<file path="src/rtl/fact_pkg.sv">
// Definitions shared by the factorial datapath and its binary-to-BCD converter.
package fact_pkg;

  localparam int FACT_W   = 16;
  localparam int BCD_D    = 5;
  localparam int NIBBLE_W = 4;

  typedef enum logic {
    IDLE,
    CONV
  } state_t;

  // True when d decimal digits can represent every w-bit unsigned value.
  function automatic bit bcd_fits(input int w, input int d);
    logic [63:0] pow10;
    pow10 = 64'd1;
    for (int i = 0; i < d; i++) begin
      pow10 = pow10 * 64'd10;
    end
    return pow10 > ((64'd1 << w) - 64'd1);
  endfunction

endpackage

</file>
<file path="src/rtl/bcd_adj3.sv">
// Double-dabble digit correction: a digit of 5 or more gets 3 added before the shift.
module bcd_adj3
  import fact_pkg::*;
(
  input  logic [NIBBLE_W-1:0] digit_i,
  output logic [NIBBLE_W-1:0] digit_o
);

  assign digit_o = (digit_i >= 4'd5) ? digit_i + 4'd3 : digit_i;

endmodule

</file>
<file path="src/rtl/fact_bin2bcd.sv">
// Serial double-dabble converter for the factorial result, one bit per cycle.
// Define BCD_BLANK_EN to add the registered leading-zero blank[] output.
module fact_bin2bcd
  import fact_pkg::*;
#(
  parameter int W = FACT_W,
  parameter int D = BCD_D
) (
  input  logic                  clk,
  input  logic                  reset,
  input  logic                  in_valid,
  input  logic [W-1:0]          bin_in,
  output logic [NIBBLE_W*D-1:0] bcd_out,
  output logic                  bcd_valid,
  output logic                  busy
`ifdef BCD_BLANK_EN
  ,
  output logic [D-1:0]          blank
`endif
);

  localparam int BW = NIBBLE_W * D;
  localparam int CW = $clog2(W + 1);
  localparam logic [CW-1:0] LAST = CW'(W - 1);

  if (!bcd_fits(W, D)) begin : g_size_check
    $error("fact_bin2bcd: %0d BCD digits cannot hold a %0d-bit value", D, W);
  end

  state_t          state_q, state_d;
  logic            in_valid_q;
  logic            armed_q;
  logic [W-1:0]    shift_q, shift_d;
  logic [BW-1:0]   scratch_q, scratch_d;
  logic [CW-1:0]   cnt_q, cnt_d;
  logic [BW-1:0]   bcd_q, bcd_d;
  logic            valid_q, valid_d;
  logic [BW-1:0]   adj;
  logic [BW+W-1:0] stepped;
  logic            capture;
  logic            done;

  for (genvar g = 0; g < D; g++) begin : g_adj
    bcd_adj3 u_adj3 (
      .digit_i(scratch_q[g*NIBBLE_W +: NIBBLE_W]),
      .digit_o(adj[g*NIBBLE_W +: NIBBLE_W])
    );
  end

  // armed_q stays low until in_valid is seen low, so a level held through reset is not captured.
  assign stepped = {adj, shift_q} << 1;
  assign capture = in_valid & ~in_valid_q & armed_q;
  assign done    = (state_q == CONV) && (cnt_q == LAST);

  always_ff @(posedge clk) begin
    if (reset) begin
      state_q    <= IDLE;
      in_valid_q <= 1'b0;
      armed_q    <= 1'b0;
      shift_q    <= '0;
      scratch_q  <= '0;
      cnt_q      <= '0;
      bcd_q      <= '0;
      valid_q    <= 1'b0;
    end else begin
      state_q    <= state_d;
      in_valid_q <= in_valid;
      armed_q    <= armed_q | ~in_valid;
      shift_q    <= shift_d;
      scratch_q  <= scratch_d;
      cnt_q      <= cnt_d;
      bcd_q      <= bcd_d;
      valid_q    <= valid_d;
    end
  end

  always_comb begin
    state_d   = state_q;
    shift_d   = shift_q;
    scratch_d = scratch_q;
    cnt_d     = cnt_q;
    bcd_d     = bcd_q;
    valid_d   = 1'b0;
    case (state_q)
      IDLE: begin
        if (capture) begin
          shift_d   = bin_in;
          scratch_d = '0;
          cnt_d     = '0;
          state_d   = CONV;
        end
      end
      CONV: begin
        {scratch_d, shift_d} = stepped;
        cnt_d = cnt_q + 1'b1;
        if (done) begin
          bcd_d   = stepped[BW+W-1 -: BW];
          valid_d = 1'b1;
          state_d = IDLE;
        end
      end
      default: state_d = IDLE;
    endcase
  end

  assign bcd_out   = bcd_q;
  assign bcd_valid = valid_q;
  assign busy      = (state_q == CONV);

`ifdef BCD_BLANK_EN
  logic [D-1:0] blank_q, blank_d, blank_next;
  logic         upper_zero;

  // Digit 0 is never blanked so a zero result still shows a single 0.
  always_comb begin
    blank_next = '0;
    upper_zero = 1'b1;
    for (int i = D - 1; i >= 1; i--) begin
      upper_zero    = upper_zero & (stepped[W + i*NIBBLE_W +: NIBBLE_W] == '0);
      blank_next[i] = upper_zero;
    end
    blank_d = done ? blank_next : blank_q;
  end

  always_ff @(posedge clk) begin
    if (reset) begin
      blank_q <= '0;
    end else begin
      blank_q <= blank_d;
    end
  end

  assign blank = blank_q;
`endif

endmodule

</file>
<file path="config.mk">
export PLATFORM = sky130hd
export DESIGN_NAME = fact_bin2bcd
export DESIGN_NICKNAME = d
export VERILOG_FILES = /design/src/rtl/fact_pkg.sv /design/src/rtl/bcd_adj3.sv /design/src/rtl/fact_bin2bcd.sv
export SDC_FILE = /design/constraint.sdc
export NUM_CORES = 1
export LEC_CHECK = 0
export ABC_CLOCK_PERIOD_IN_PS = 1900
export CAP_MARGIN = 15
export CORE_MARGIN = 4
export CORE_UTILIZATION = 45
export CTS_BUF_LIST = sky130_fd_sc_hd__clkbuf_4
export DETAILED_ROUTE_END_ITERATION = 16
export PLACE_DENSITY = 0.68
export SLEW_MARGIN = 20
export SYNTH_ARGS = -nofsm -noshare
export SYNTH_HDL_FRONTEND = slang
export SYNTH_SLANG_ARGS = --single-unit
</file>
<file path="constraint.sdc">
create_clock -name clk -period 1.9 [get_ports clk]
set_input_delay 0.19 -clock clk [delete_from_list [all_inputs] [get_ports clk]]
set_output_delay 0.19 -clock clk [all_outputs]
set_load 0.02 [all_outputs]
</file>
==> results.md <==
* Synth Area per Inst at roughly 9.1 µm²
* Global placer's final weighted congestion at ~0.80
* Die Y-Extent at a little under 90 µm
* R2r endpoint: bcd_out[0]
* Vias at 2317
* Die ar. at a little under 0.008 mm²
* Slowest cell on crit path: clkdlybuf4s50_1
* Power Dens Cells at slightly below 700 mW/mm²
* Skew final at roughly 0.012 ns
* Final Total Pwr at between 0.002 and 0.0025 W
* IO Pins at 41
* First-pass GRT wire length at 9980 µm
* Vias in the first global route at between 2000 and 2500
* R2r startpoint: cnt_q[0]
* Antenna cell count at 0
* Number of flops mapped to enable cells by yosys at 0
* Setup CP Type: flop to primary output
* Slew headroom at 0.573
* CP max stage delay at 0.64 ns
* GRT Overall Usage at 0.166
* CP endpoint: busy
* RSZ-0062 raised after global routing: no
* Largest area contributor in the netlist: dfxtp_1
* Synth top area share at 0.448
* CP Cell Sequence: clkdlybuf4s50_1
* Post-DRT Antenna Nets at 0
* Crit path max fanout at 8
* Post-layout net count at 392
* Synth top area cells: dfxtp_1, a22o_1, a21oi_1, nand2_1, mux2_2
* Wire length per cell at roughly 13 µm
* Port Buffers at 40
* Worst r2r path cells at 7
* Initial antenna violation count at 0
* TritonCTS clock tree: built
* Layout Cells excl Fill at 443
* Nature of the critical path startpoint: flop
* Root Buffer: clkbuf_4
* Clock Tree Buf Depth at 2
* Total gr overflow at 0
* Htree depth at 3
* Routed vias/inst at approximately 5.2
* Largest net degree at the start of global routing at 24
* Gate Count Post-Synth at 318
* Dpl cells at 427
* Mapped cell area at about 0.0029 mm²
* Fmax at 593 MHz
* DR iter-0 viols at 102
* Total CTS buffers at 9
* DRT Wirelength at between 5000 and 6000 µm
* Minimum clock period at around 1.7 ns
* Skew-Pair Late Insertion Delay at 0.41 ns
* Share of layout cells above drive strength 1 at 0.128
* Worst slew pin tran at between 0.6 and 0.7 ns
* DRC viols at 0
* Hold_buf cts at 0
* Worst path required time at about 1.7 ns
* CP Capture Type: primary output
* Ys Warns at 0
* Postcts setup bufs at 0
* Final Setup Violations at 0
* Filler Cell Count at approximately 600
* Max VDD drop at just over 400 µV
* P_leak at about 1.3 nW
* Setup TNS at 0 ns
* Flop2flop setup slack at roughly 0.24 ns
* Worst Hold Class: input pin to flop
* Primary FF master, synth: dfxtp_1
* Final Hold Viols at 0
* Critical path buffers and inverters at 1
* Syn-to-layout area delta at 19.5%
* Multi-input gate area at approximately 0.0014 mm²
* Seq. cell area at ~0.0013 mm²
* Width of the die at 88.4 µm
* Worst EP arrival at about 1.5 ns
* Initial Utilization at 0.460
* Core ar. at around 0.0063 mm²
* Syn_nets at 349
* CP Launch Point: busy
* Synth cell types at 30
* Slew Limit Fails at 0
* DP Wirelength at 4080 µm
* Async set-reset flop share out of synthesis at 0
* Max Cap Violations at 0
* Synth Register Bits at 65
* Register area share after synthesis at 0.448
* Final period util at 0.887
* Critical path's top delay family: buffers and inverters
* FP Rows at 29
* Crit. path cell count at 1
* Clock-pin slew on the worst setup and hold paths at 0.10 ns
* Status: complete, no violations
* Clock sinks at between 60 and 70
* Initial DRT Pass Iterations at 4
==> power breakdown <==
part           internal [W]  switching (W)
Combinational     0.0000876      0.0000908
Clock              0.000303       0.000484
Sequential          0.00138      0.0000129
Total               0.00177       0.000588
==> layout by cell type (no fill, tap or decap) <==
master | Yosys | final
or3_1 | 1 | 1
nor2_1 | 9 | 9
nand2_1 | 46 | 46
and2_1 | 6 | 6
clkbuf_4 | 0 | 12
nor3b_1 | 9 | 9
nand3b_2 | 1 | 1
inv_4 | 1 | 1
mux2i_1 | 7 | 7
nor3b_4 | 1 | 1
xnor2_1 | 5 | 5
clkdlybuf4s50_1 | 0 | 40
clkinvlp_4 | 0 | 1
o21ai_0 | 24 | 24
ha_1 | 12 | 12
inv_1 | 12 | 12
a21oi_1 | 36 | 36
clkinv_2 | 0 | 1
and3_1 | 1 | 1
a22o_1 | 21 | 21
clkinv_1 | 0 | 2
a31oi_1 | 1 | 1
buf_4 | 4 | 9
or2_1 | 1 | 1
dfxtp_2 | 0 | 1
nor3_1 | 7 | 7
clkinv_4 | 1 | 1
dfxtp_1 | 65 | 64
mux2_2 | 15 | 15
nand2b_1 | 5 | 5
nor2b_1 | 2 | 2
nand3_1 | 8 | 8
a21oi_2 | 4 | 4
==> what timing repair did <==
action	4_1_cts	5_1_grt
gates resized for setup	0	1
endpoints found under the hold margin	0	0
setup endpoints to repair	0	1
==> synth_stat cells (2+ instances only) <==
cell      count
buf_2         5
nand2b_1      5
a21oi_1      36
and2_1        6
nor3_1        7
nand2_1      46
dfxtp_1      65
nor2_1        9
nand3_1       8
inv_1        12
o21ai_0      24
clkbuf_1      5
mux2_2       15
xnor2_1       5
mux2i_1       7
a21oi_2       4
nor2b_1       2
a22o_1       21
buf_4         4
buf_6         3
nor3b_1       9
ha_1         12
==> kinds of logic after synthesis <==
group                    after synthesis  share of synthesized area
AND/OR/NAND/NOR                       97                      0.165
flip-flops                            65                      0.448
adder cells (fa/ha/maj)               12                     0.0517
buffers and inverters                 31                     0.0577
XOR/XNOR                               5                     0.0151
AO/OA/AOI/OAI                         86                      0.181
multiplexers                          22                     0.0822
==> state kept, by name, summed over array words and instances (netlist names) <==
register,flops
bcd_out,20
busy,1
in_valid_q,1
bcd_valid,1
armed_q,1
scratch_q,20
cnt_q,5
shift_q,16
==> final cells by class <==
type,count,area share
clock buffers,12,0.0259
inverters,14,0.0173
multi-input cells,222,0.414
well taps,77,0.0277
repair buffers,49,0.135
clock inverters,4,0.00576
flip-flops and latches,65,0.375
==> per-layer routing <==
layer / vias to the layer above / GRT usage / share of wire
li1: 1192 / - / -
met1: 1063 / 0.205 / 0.48
met2: 53 / 0.267 / 0.45
met3: 9 / 0.0568 / 0.059
met4: 0 / 0.0659 / 0.015
met5: - / 0 / 0
==> worst min-delay path by stage <==
| stage | slack (ns) | depth (start not counted) | to | startpoint |
|---|---|---|---|---|
| after floorplan | 0.29 | 1 | armed_q | in_valid |
| after global placement | 0.43 | 2 | bcd_out[15] | bcd_out[15] |
| after detailed placement | 0.44 | 2 | bcd_out[12] | bcd_out[12] |
| after CTS | 0.39 | 3 | shift_q[0] | bin_in[0] |
| after global routing | 0.37 | 3 | shift_q[0] | bin_in[0] |
| final | 0.40 | 2 | armed_q | in_valid |
==> through the flow <==
stage / setup slack, ns / cell area [µm²] / hold WS, ns / utilization
floorplan: 0.261 / 2910 / 0.286 / -
global placement: 0.204 / 3360 / 0.435 / 0.533
detailed placement: 0.164 / 3360 / 0.442 / 0.533
CTS: 0.0576 / 3470 / 0.393 / 0.550
global route: 0.113 / 3470 / 0.374 / 0.550
finish: 0.214 / 3470 / 0.405 / 0.550
Power figures use the tool's default switching activity.
